### config.mk
export PLATFORM = sky130hd
export DESIGN_NAME = recovery_cmd_receiver
export DESIGN_NICKNAME = d
export VERILOG_FILES = /design/src/rtl/recovery_cmd_receiver.sv
export SDC_FILE = /design/constraint.sdc
export NUM_CORES = 1
export LEC_CHECK = 0
export BUFFER_PORTS_ARGS = -buffer_cell sky130_fd_sc_hd__buf_4
export CORE_MARGIN = 2
export CORE_UTILIZATION = 47
export CTS_BUF_LIST = sky130_fd_sc_hd__clkbuf_4
export DETAILED_ROUTE_END_ITERATION = 10
export PLACE_DENSITY = 0.67
export SLEW_MARGIN = 20
export SYNTH_ARGS = -nofsm -noshare
export SYNTH_HDL_FRONTEND = slang
export SYNTH_SLANG_ARGS = --single-unit
### constraint.sdc
create_clock -name clk_i -period 2.9 [get_ports clk_i]
set_input_delay 0 -clock clk_i [delete_from_list [all_inputs] [get_ports clk_i]]
set_output_delay 0 -clock clk_i [all_outputs]
set_load 0.1 [all_outputs]
### src/rtl/recovery_cmd_receiver.sv
// Recovery command receiver: parses CMD, LEN_L, LEN_H, payload, PEC frames from
// an RX byte stream, forwards payload bytes with zero latency, checks a CRC-8
// PEC and reports each frame (or read request / abort / timeout) on a
// command handshake.
//
// Handshakes: every interface uses valid/ready. A transfer happens on a rising
// clk_i edge where valid and ready are both 1; valid does not wait for ready,
// and a source holds its data stable while valid is high and ready is low.
// pl_valid_o/pl_data_o are a combinational view of rx_valid_i/rx_data_i, and
// rx_ready_o follows pl_ready_i in the payload phase.
module recovery_cmd_receiver #(
  parameter int unsigned LenWidth      = 16,
  parameter int unsigned MaxLen        = 256,
  parameter int unsigned TimeoutCycles = 0,
  parameter logic [7:0]  PecPoly       = 8'h07
) (
  input  logic                clk_i,
  input  logic                rst_i,
  input  logic                enable_i,
  input  logic                bus_start_i,
  input  logic                bus_stop_i,
  input  logic                rx_valid_i,
  output logic                rx_ready_o,
  input  logic [7:0]          rx_data_i,
  output logic                pl_valid_o,
  input  logic                pl_ready_i,
  output logic [7:0]          pl_data_o,
  output logic                pl_last_o,
  output logic                cmd_valid_o,
  input  logic                cmd_ready_i,
  output logic                cmd_is_rd_o,
  output logic [7:0]          cmd_cmd_o,
  output logic [LenWidth-1:0] cmd_len_o,
  output logic [2:0]          cmd_err_o
);

  typedef enum logic [2:0] {
    ST_IDLE     = 3'd0,
    ST_RX_CMD   = 3'd1,
    ST_RX_LEN_L = 3'd2,
    ST_RX_LEN_H = 3'd3,
    ST_RX_DATA  = 3'd4,
    ST_RX_PEC   = 3'd5,
    ST_REPORT   = 3'd6
  } state_e;

  localparam logic [2:0] ERR_OK      = 3'd0;
  localparam logic [2:0] ERR_PEC     = 3'd1;
  localparam logic [2:0] ERR_OVERLEN = 3'd2;
  localparam logic [2:0] ERR_ABORT   = 3'd3;
  localparam logic [2:0] ERR_TIMEOUT = 3'd4;

  // One CRC-8 step over a whole byte, MSB first.
  function automatic logic [7:0] crc8_byte(input logic [7:0] crc, input logic [7:0] data);
    logic [7:0] c;
    c = crc ^ data;
    for (int i = 0; i < 8; i++) begin
      c = c[7] ? ((c << 1) ^ PecPoly) : (c << 1);
    end
    return c;
  endfunction

  // FSM state (state_q is the observable state for checkers)
  state_e      state_q, state_d;
  logic        pend_q, pend_d;
  logic [7:0]  crc_q, crc_d;
  logic [15:0] rem_q, rem_d;
  logic [31:0] timer_q, timer_d;
  // Frame being received
  logic [7:0]  fcmd_q, fcmd_d;
  logic [7:0]  len_lo_q, len_lo_d;
  logic [15:0] len_q, len_d;
  logic        ovl_q, ovl_d;
  // Report held for the command handshake
  logic [7:0]  rep_cmd_q, rep_cmd_d;
  logic [15:0] rep_len_q, rep_len_d;
  logic [2:0]  rep_err_q, rep_err_d;
  logic        rep_rd_q, rep_rd_d;

  logic        accept;
  logic        counting;
  logic        to_report;
  logic        is_rd;
  logic [2:0]  err_code;
  logic [7:0]  crc_upd;
  logic [15:0] wire_len;
  logic        timeout_hit;

  assign pl_data_o   = rx_data_i;
  assign cmd_valid_o = (state_q == ST_REPORT);
  assign cmd_is_rd_o = rep_rd_q;
  assign cmd_cmd_o   = rep_cmd_q;
  assign cmd_len_o   = LenWidth'(rep_len_q);
  assign cmd_err_o   = rep_err_q;

  // Next-state, byte handshake, payload pass-through and report capture
  always_comb begin
    state_d     = state_q;
    pend_d      = pend_q;
    crc_d       = crc_q;
    rem_d       = rem_q;
    timer_d     = timer_q;
    fcmd_d      = fcmd_q;
    len_lo_d    = len_lo_q;
    len_d       = len_q;
    ovl_d       = ovl_q;
    rep_cmd_d   = rep_cmd_q;
    rep_len_d   = rep_len_q;
    rep_err_d   = rep_err_q;
    rep_rd_d    = rep_rd_q;
    rx_ready_o  = 1'b0;
    pl_valid_o  = 1'b0;
    pl_last_o   = 1'b0;
    accept      = 1'b0;
    counting    = 1'b0;
    to_report   = 1'b0;
    is_rd       = 1'b0;
    err_code    = ERR_OK;
    crc_upd     = crc8_byte(crc_q, rx_data_i);
    wire_len    = {rx_data_i, len_lo_q};
    timeout_hit = (TimeoutCycles != 0) && (timer_q == TimeoutCycles - 32'd1);

    case (state_q)
      ST_IDLE: begin
        if (bus_start_i || pend_q) begin
          state_d  = ST_RX_CMD;
          pend_d   = 1'b0;
          crc_d    = 8'h00;
          rem_d    = 16'h0000;
          fcmd_d   = 8'h00;
          len_lo_d = 8'h00;
          len_d    = 16'h0000;
          ovl_d    = 1'b0;
        end
      end
      ST_RX_CMD: begin
        rx_ready_o = 1'b1;
        accept     = rx_valid_i;
        if (accept) begin
          fcmd_d = rx_data_i;
          crc_d  = crc_upd;
          if (bus_stop_i) begin
            to_report = 1'b1;
            err_code  = ERR_ABORT;
          end else begin
            state_d = ST_RX_LEN_L;
          end
        end else if (bus_stop_i) begin
          // STOP before any byte: nothing to report
          state_d = ST_IDLE;
        end
      end
      ST_RX_LEN_L: begin
        counting   = 1'b1;
        rx_ready_o = !bus_start_i;
        accept     = rx_valid_i && !bus_start_i;
        if (bus_start_i) begin
          // Repeated START right after CMD is a read request
          to_report = 1'b1;
          is_rd     = 1'b1;
        end else if (accept) begin
          len_lo_d = rx_data_i;
          crc_d    = crc_upd;
          state_d  = ST_RX_LEN_H;
        end
      end
      ST_RX_LEN_H: begin
        counting   = 1'b1;
        rx_ready_o = 1'b1;
        accept     = rx_valid_i;
        if (accept) begin
          len_d   = wire_len;
          rem_d   = wire_len;
          ovl_d   = 32'(wire_len) > MaxLen;
          crc_d   = crc_upd;
          state_d = (wire_len != 16'h0000) ? ST_RX_DATA : ST_RX_PEC;
        end
      end
      ST_RX_DATA: begin
        counting   = 1'b1;
        rx_ready_o = ovl_q | pl_ready_i;
        pl_valid_o = rx_valid_i & !ovl_q;
        pl_last_o  = !ovl_q && (rem_q == 16'd1);
        accept     = rx_valid_i & rx_ready_o;
        if (accept) begin
          crc_d = crc_upd;
          rem_d = rem_q - 16'd1;
          if (rem_q == 16'd1) state_d = ST_RX_PEC;
        end
      end
      ST_RX_PEC: begin
        counting   = 1'b1;
        rx_ready_o = 1'b1;
        accept     = rx_valid_i;
        if (accept) begin
          // A STOP in the same cycle as the PEC byte still completes the frame
          to_report = 1'b1;
          if (ovl_q)                   err_code = ERR_OVERLEN;
          else if (rx_data_i != crc_q) err_code = ERR_PEC;
          else                         err_code = ERR_OK;
        end
      end
      ST_REPORT: begin
        if (cmd_ready_i) state_d = ST_IDLE;
        if (bus_start_i) pend_d = 1'b1;
      end
      default: begin
        state_d = ST_IDLE;
      end
    endcase

    // Mid-frame abort outranks timeout; a just-accepted byte is already folded in
    if (counting && !to_report) begin
      if (bus_stop_i) begin
        to_report = 1'b1;
        err_code  = ERR_ABORT;
      end else if (!accept && timeout_hit) begin
        to_report = 1'b1;
        err_code  = ERR_TIMEOUT;
      end
    end

    if (to_report) begin
      state_d   = ST_REPORT;
      rep_cmd_d = fcmd_d;
      rep_len_d = is_rd ? 16'h0000 : len_d;
      rep_err_d = err_code;
      rep_rd_d  = is_rd;
    end

    // Disable drops back to Idle but keeps the last report contents
    if (!enable_i) begin
      state_d   = ST_IDLE;
      pend_d    = 1'b0;
      rep_cmd_d = rep_cmd_q;
      rep_len_d = rep_len_q;
      rep_err_d = rep_err_q;
      rep_rd_d  = rep_rd_q;
    end

    if (accept || (state_d != state_q)) timer_d = 32'd0;
    else if (counting)                  timer_d = timer_q + 32'd1;
    else                                timer_d = 32'd0;
  end

  // State and data registers with asynchronous reset
  always_ff @(posedge clk_i or posedge rst_i) begin
    if (rst_i) begin
      state_q   <= ST_IDLE;
      pend_q    <= 1'b0;
      crc_q     <= 8'h00;
      rem_q     <= 16'h0000;
      timer_q   <= 32'd0;
      fcmd_q    <= 8'h00;
      len_lo_q  <= 8'h00;
      len_q     <= 16'h0000;
      ovl_q     <= 1'b0;
      rep_cmd_q <= 8'h00;
      rep_len_q <= 16'h0000;
      rep_err_q <= 3'd0;
      rep_rd_q  <= 1'b0;
    end else begin
      state_q   <= state_d;
      pend_q    <= pend_d;
      crc_q     <= crc_d;
      rem_q     <= rem_d;
      timer_q   <= timer_d;
      fcmd_q    <= fcmd_d;
      len_lo_q  <= len_lo_d;
      len_q     <= len_d;
      ovl_q     <= ovl_d;
      rep_cmd_q <= rep_cmd_d;
      rep_len_q <= rep_len_d;
      rep_err_q <= rep_err_d;
      rep_rd_q  <= rep_rd_d;
    end
  end

endmodule

==> results of run 1 <==
## cell families after synthesis
logic type | share of synthesized area [%]
AOI/OAI and AO/OA | 23.4
and+or+nand+nor | 13.6
DFF | 48.1
buffers and inverters | 5.68
xor gates and xnor gates | 5.33
muxes | 2.19
adders and majority gates | 1.64
other | 0.0819
## worst max-delay path: stages (launching register included)
cell and delay, ps:
dfrtp_1 640, inv_1 150, nand3_1 220, buf_4 250, nor4_2 320, buf_4 350
## what timing repair did
item                                   CTS  global route
setup endpoints to repair                0             0
endpoints found under the hold margin   73             0
setup buffers                            0             0
hold buffers                            13             0
resized for setup                        0             0
## path summary, 6_finish.rpt
| path | slack (ps) | depth (start not counted) | end | start |
|---|---|---|---|---|
| max in group asynchronous | 2050 | 4 | rem_q[5] | rst_i |
| min | 50 | 5 | state_q[2] | cmd_ready_i |
| min in group asynchronous | 160 | 3 | cmd_cmd_o[4] | rst_i |
| max | 510 | 5 | pl_last_o | state_q[0] |
| max reg2reg | 550 | 5 | cmd_len_o[9] | state_q[0] |
| min reg2reg | 510 | 1 | fcmd_q[6] | fcmd_q[6] |
## layout by cell type (no fill, tap or decap), drive strengths merged, types with 3 or more instances in the layout
master | synthesis | final
or2 | 3 | 3
a22oi | 6 | 6
xor2 | 6 | 6
o21ai | 54 | 54
o2bb2ai | 3 | 3
o211ai | 3 | 3
nand2b | 5 | 5
nor3 | 13 | 13
a21oi | 24 | 24
nand3 | 6 | 6
a32oi | 3 | 3
o21a | 5 | 5
mux2 | 8 | 8
dlygate4sd3 | 0 | 13
o221ai | 6 | 6
nor4 | 8 | 8
nor2 | 33 | 33
a211oi | 3 | 3
nand2 | 45 | 45
xnor2 | 15 | 15
dfrtp | 88 | 88
clkbuf | 12 | 9
clkinv | 1 | 6
buf | 23 | 61
a22o | 35 | 35
inv | 10 | 10
ha | 6 | 6
a31oi | 3 | 3
or3 | 3 | 3
## stage by stage
step	hold WS, ps	utilization [%]	instances	area (µm²)
floorplan	136	-	457	4590
global placement	142	52.2	616	5010
detailed placement	139	52.2	616	5010
CTS	46.8	54.7	644	5240
global route	103	54.7	644	5240
finish	51.7	54.7	644	5240
## metal layers
metal  GRT usage (%)  vias to the layer above  share of wire [%]
met5               0                        -                  0
met2            35.4                      101                 48
met3            3.80                       14                5.2
li1                -                     1763                  -
met4            8.00                        0                1.2
met1            32.6                     1803                 46
## layout make-up
cell class / instances / area [µm²]
fillers: 855 / 4350
inverters: 11 / 42.5
repair buffers: 74 / 601
clock inverters: 6 / 36.3
well taps: 133 / 166
clock buffers: 9 / 67.6
multi-input cells: 323 / 2130
flip-flops and latches: 88 / 2200
## report_power, final
group	switching, mW	internal [mW]	leakage [nW]	total, mW
Combinational	2.23	0.991	1.12	3.22
Clock	0.436	0.168	0.0549	0.604
Sequential	0.295	1.55	1.20	1.85
## sequential cells by signal (all words and copies together), names as in the netlist
name,flops
cmd_len_o,16
cmd_cmd_o,8
cmd_err_o,2
crc_q,8
len_q,16
state_q,3
pend_q,1
rem_q,16
ovl_q,1
fcmd_q,8
len_lo_q,8
cmd_is_rd_o,1
==> summary.md, run 1 <==
| Metric | Value |
|---|---|
| GRT Total Usage | `22.8%` |
| GPL Wtd Cong | `0.916` |
| Post-route minimum period | `2390 ps` |
| Synth Register Bits | `88` |
| Clk_skew | `17.0 ps` |
| CTS Sinks | `88` |
| RSZ-0062 raised after global routing | `false` |
| Total Wirelength | `11100 µm` |
| Net count, final | `529` |
| F_max | `0.419 GHz` |
| Core area | `9590 µm²` |
| Final HPWL DP | `7420 µm` |
| Status | `completed` |
| Vias per cell | `5.72` |
| TritonCTS Buffers | `9` |
| Largest net degree at the start of global routing | `50` |
| Syn avg cell area | `10.0 µm²` |
| Detailed Route Iter0 Violations | `237` |
| Total of max-cap violations | `0` |
| Commonest cells post-synth | `88 x dfrtp_1, 53 x o21ai_0, 44 x nand2_1` |
| Crit. End Element | `output pin` |
| Critical Path AT | `2390 ps` |
| CP Max Fanout | `22` |
| Global-route wire length before repair | `18400 µm` |
| Clk pin slew, worst setup/hold paths | `150 ps` |
| Routed Antenna Nets | `0` |
| Ys async rst share | `100%` |
| Setup ws final | `513 ps` |
| Die height | `103 µm` |
| Worst EP required | `2900 ps` |
| Worst rel slew slack | `42.1%` |
| Ports | `56` |
| Vias in the first global route | `3531` |
| Period Utilization, post-route | `82.3%` |
| Most frequent cell after synthesis | `dfrtp_1` |
| Sequential share of the synthesized area | `48.1%` |
| Maximum VDD drop | `788 µV` |
| H-tree depth | `3` |
| Row count | `36` |
| Setup violators final | `0` |
| Initial Util | `47.7%` |
| Yosys warnings | `0` |
| DR pass1 iterations | `4` |
| Syn nets | `479` |
| Synth unique cells | `61` |
| Area grow syn2layout | `14.5%` |
| DRC viols | `0` |
| Routed vias | `3681` |
| I/O Buffers | `54` |
| Yosys top cell area share | `48.1%` |
| Wirelength per Cell | `17.2 µm` |
| Post-synth top flop | `dfrtp_1` |
| Total congestion overflow | `0` |
| Transition time at the pin with the least slew margin | `862 ps` |
| CTS tree | `built` |
| Dpl ws | `576 ps` |
| Final hold vios | `0` |
| Total negative slack | `0 ps` |
| Ranking of synthesized cells by area | `dfrtp_1 48%, a22o_1 6.5%, o21ai_0 5.8%, nand2_1 3.6%, xnor2_1 2.7%` |
| CTS Root Cell | `clkbuf_4` |
| Initial antenna violation count | `0` |
| CP Class | `register to output pin` |
| Share of layout cells above drive strength 1 | `19.0%` |
| Clk buf depth | `2` |
| Gate count of the mapped netlist | `457` |
| HP Class | `input port to register` |
| Pleak | `2.38 nW` |
| Full die area | `10500 µm²` |
| Die W | `103 µm` |
| Clock latency at the later pin of the worst-skew pair | `460 ps` |
| Synth Cell Area | `4580 µm²` |
| Cell Pwr Density | `1080 nW/µm²` |
| Pwr Total | `5.68 mW` |
| Post-synth EDFFs | `0` |
| Setup crit start kind | `register` |
| Slew Limit Fails | `0` |
| Diodes inserted | `0` |
| Yosys top cell by area | `dfrtp_1` |
No activity file was read; power rests on OpenSTA's default activity.
==> run 2, diff against run 1 <==
--- a/config.mk
+++ b/config.mk
@@ -5,12 +5,13 @@
 export SDC_FILE = /design/constraint.sdc
 export NUM_CORES = 1
 export LEC_CHECK = 0
+export ABC_AREA = 1
 export BUFFER_PORTS_ARGS = -buffer_cell sky130_fd_sc_hd__buf_4
 export CORE_MARGIN = 2
 export CORE_UTILIZATION = 47
 export CTS_BUF_LIST = sky130_fd_sc_hd__clkbuf_4
 export DETAILED_ROUTE_END_ITERATION = 10
-export PLACE_DENSITY = 0.67
+export PLACE_DENSITY = 0.69
 export SLEW_MARGIN = 20
 export SYNTH_ARGS = -nofsm -noshare
 export SYNTH_HDL_FRONTEND = slang
==> constraint.sdc (replaced) <==
create_clock -name clk_i -period 1.95 [get_ports clk_i]
set_input_delay 0 -clock clk_i [delete_from_list [all_inputs] [get_ports clk_i]]
set_output_delay 0 -clock clk_i [all_outputs]
set_load 0.1 [all_outputs]
==> run 2 against run 1 <==
Compared with the run above:
- the flow now finishes with violations (setup timing)
- core utilization up 2.6 points
- hold slack worse by 17 ps
- clock skew up 3.0 ps
- worst setup slack worse by 520 ps
- clock-buffer cell count up 1
- global-route usage up 0.99 points
- via count up 22%
- largest cell class is now multi-input combinational cells
- largest power group unchanged
==> summary.md, run 2 <==
| Metric | Value |
|---|---|
| Status | `finished, violations left` |
| Failing checks | `setup timing` |
| H-tree depth | `3 (unchanged)` |
| Post-route minimum period | `1950 ps` |
| Period Utilization, post-route | `100%` |
| Vias per cell | `5.20 (-8.9%)` |
| Ys async rst share | `100% (unchanged)` |
| Clock latency at the later pin of the worst-skew pair | `460 ps (about the same)` |
| Area after DPL | `5430 µm² (+8.4%)` |
| Share of layout cells above drive strength 1 | `18.6% (-0.36 points)` |
| Full die area | `11100 µm² (+5.5%)` |
| CTS Sinks | `88 (unchanged)` |
| CTS tree | `built` |
| Clk pin slew, worst setup/hold paths | `130 ps (-20 ps)` |
| F_max | `0.512 GHz` |
| Diodes inserted | `0 (unchanged)` |
| Dpl ws | `97.7 ps (-479 ps)` |
| Most frequent cell after synthesis | `nand2_1` |
| CP Max Fanout | `5 (-77%)` |
| Detailed Route Iter0 Violations | `297 (+25%)` |
| TritonCTS Buffers | `9 (unchanged)` |
| Yosys top cell by area | `dfrtp_1` |
| CP Class | `register to output pin` |
| Routed Antenna Nets | `0 (unchanged)` |
| Setup crit start kind | `register` |
| Total of max-cap violations | `0 (unchanged)` |
| Slew Limit Fails | `0 (unchanged)` |
| Synth unique cells | `37 (-39%)` |
| Setup ws final | `-2.08 ps (-515 ps)` |
| Most common cell after layout, fill and taps aside | `nand2_1` |
| HP Class | `input port to register` |
| Pleak | `2.95 nW (+24%)` |
| Setup violators final | `1 (+1)` |
| Final HPWL DP | `9250 µm (+25%)` |
| I/O Buffers | `54 (unchanged)` |
| Synth Register Bits | `88 (unchanged)` |
| Post-Layout Inst Area | `5800 µm² (+11%)` |
| Worst EP required | `1950 ps (-950 ps)` |
| Ranking of synthesized cells by area | `dfrtp_1 46%, nand2_1 16%, o21ai_0 7.4%, nor2_1 5.0%, nand3_1 4.0%` |
| Commonest cells after routing, fill and taps aside | `203 x nand2_1, 85 x dfrtp_1, 72 x o21ai_0, 71 x buf_4, 60 x nor2_1` |
| Core area | `10100 µm² (+5.7%)` |
| Routed vias | `4481 (+22%)` |
| Total negative slack | `-2.08 ps (-2.08 ps)` |
| Maximum VDD drop | `1140 µV (+45%)` |
| CTS Root Cell | `clkbuf_4` |
| Final hold vios | `0 (unchanged)` |
| Post-synth EDFFs | `0 (unchanged)` |
| Critical Path AT | `1950 ps (-440 ps)` |
| Syn avg cell area | `7.49 µm² (-25%)` |
| Yosys top cell area share | `45.5% (-2.6 points)` |
| Vias in the first global route | `4394 (+24%)` |
| Area grow syn2layout | `19.9%` |
| Net count, final | `742 (+40%)` |
| Clk_skew | `20.0 ps (+2.97 ps)` |
| Total congestion overflow | `0 (unchanged)` |
| Initial antenna violation count | `0 (unchanged)` |
| Total Wirelength | `12800 µm (+15%)` |
| Global-route wire length before repair | `21100 µm (+14%)` |
| Die height | `105 µm (+2.7%)` |
| Row count | `37 (+2.8%)` |
| DR pass1 iterations | `5 (+1)` |
| Cell Pwr Density | `1550 nW/µm² (+43%)` |
| Ports | `56 (unchanged)` |
| Syn nets | `668 (+39%)` |
| Crit. End Element | `output pin` |
| Initial Util | `47.7% (about the same)` |
| RSZ-0062 raised after global routing | `true` |
| Sequential share of the synthesized area | `45.5% (-2.6 points)` |
| Post-synth top flop | `dfrtp_1` |
| Gate count of the mapped netlist | `646 (+41%)` |
| DRC viols | `0 (unchanged)` |
| Largest net degree at the start of global routing | `89 (+78%)` |
| Filler instances | `952 (+11%)` |
| Commonest cells post-synth | `206 x nand2_1, 88 x dfrtp_1, 72 x o21ai_0` |
| Yosys warnings | `0 (unchanged)` |
| GPL Wtd Cong | `0.903 (-1.4%)` |
| Clk buf depth | `2 (unchanged)` |
| GRT Total Usage | `23.8% (+0.99 points)` |
| Die W | `105 µm (+2.7%)` |
| Wirelength per Cell | `14.8 µm (-14%)` |
| Synth Cell Area | `4840 µm² (+5.7%)` |
| Hold Slack | `35.0 ps (-16.8 ps)` |
[run 2: report_power, final]
part,internal [mW],switching [mW],total [mW]
combinational,1.66,3.62,5.28
sequential,2.35,0.404,2.75
clock,0.284,0.670,0.953
total,4.29,4.69,8.99
[run 2: cell families (layout without fill, tap and decap cells)]
family / after synthesis / in the layout / synth area share, %
compound gates: 109 / 109 / 12.3
xor+xnor: 17 / 17 / 3.08
fa+ha+maj: 6 / 6 / 1.55
buf+inv: 82 / 161 / 7.86
flops: 88 / 88 / 45.5
other cells: 1 / 1 / 0.0775
simple gates: 343 / 343 / 29.7
[run 2: area by class of cell]
cell class                 instances  area, µm²  share of cell area [%]
multi-input combinational        476       2300                    39.7
sequential                        88       2210                    38.0
timing repair buffer              92        801                    13.8
inverter                          53        203                    3.49
tap                              136        170                    2.93
clock buffer                      10       75.1                    1.29
clock inverter                     6       45.0                   0.776
[run 2: critical path, cell delays in order, from the launching register on]
cell	delay, ps
dfrtp_1	470
nor2_2	150
nand2_1	90
nor4_1	270
nor3b_2	260
buf_6	260
[run 2: path summary, 6_finish.rpt]
path	startpoint	endpoint	slack, ps	cells past startpoint
worst min register to register	len_q[6]	len_q[6]	490	2
max in group asynchronous	rst_i	state_q[0]	1350	4
worst max register to register	state_q[0]	cmd_len_o[7]	130	10
worst min-delay path	bus_stop_i	cmd_err_o[1]	30	5
worst max-delay path	rem_q[7]	pl_last_o	-2	5
min in group asynchronous	rst_i	len_q[4]	220	4
[run 2: timing repair]
| item | CTS | global route |
|---|---|---|
| endpoints found under the setup margin | 3 | 10 |
| hold buffers | 13 | 0 |
| buffers inserted | 5 | 2 |
| cloned | 0 | 0 |
| gates resized for setup | 12 | 12 |
| hold endpoints to repair | 117 | 0 |
[run 2: routing by layer]
metal  vias up  global-route usage, %  wire (µm)
li1       2216                      -          -
met1      2103                   31.5       5700
met2       132                   39.3       6160
met3        30                   4.08        572
met4         0                   8.67        335
met5         -                      0          0
[run 2: through the flow]
| step | utilization, % | power, mW | cells |
|---|---|---|---|
| global placement | 53.6 | 7.66 | 825 |
| floorplan | - | 6.51 | 646 |
| detailed placement | 53.6 | 7.78 | 825 |
| global route | 57.3 | 9.68 | 861 |
| finish | 57.3 | 8.99 | 861 |
| CTS | 56.8 | 8.90 | 859 |
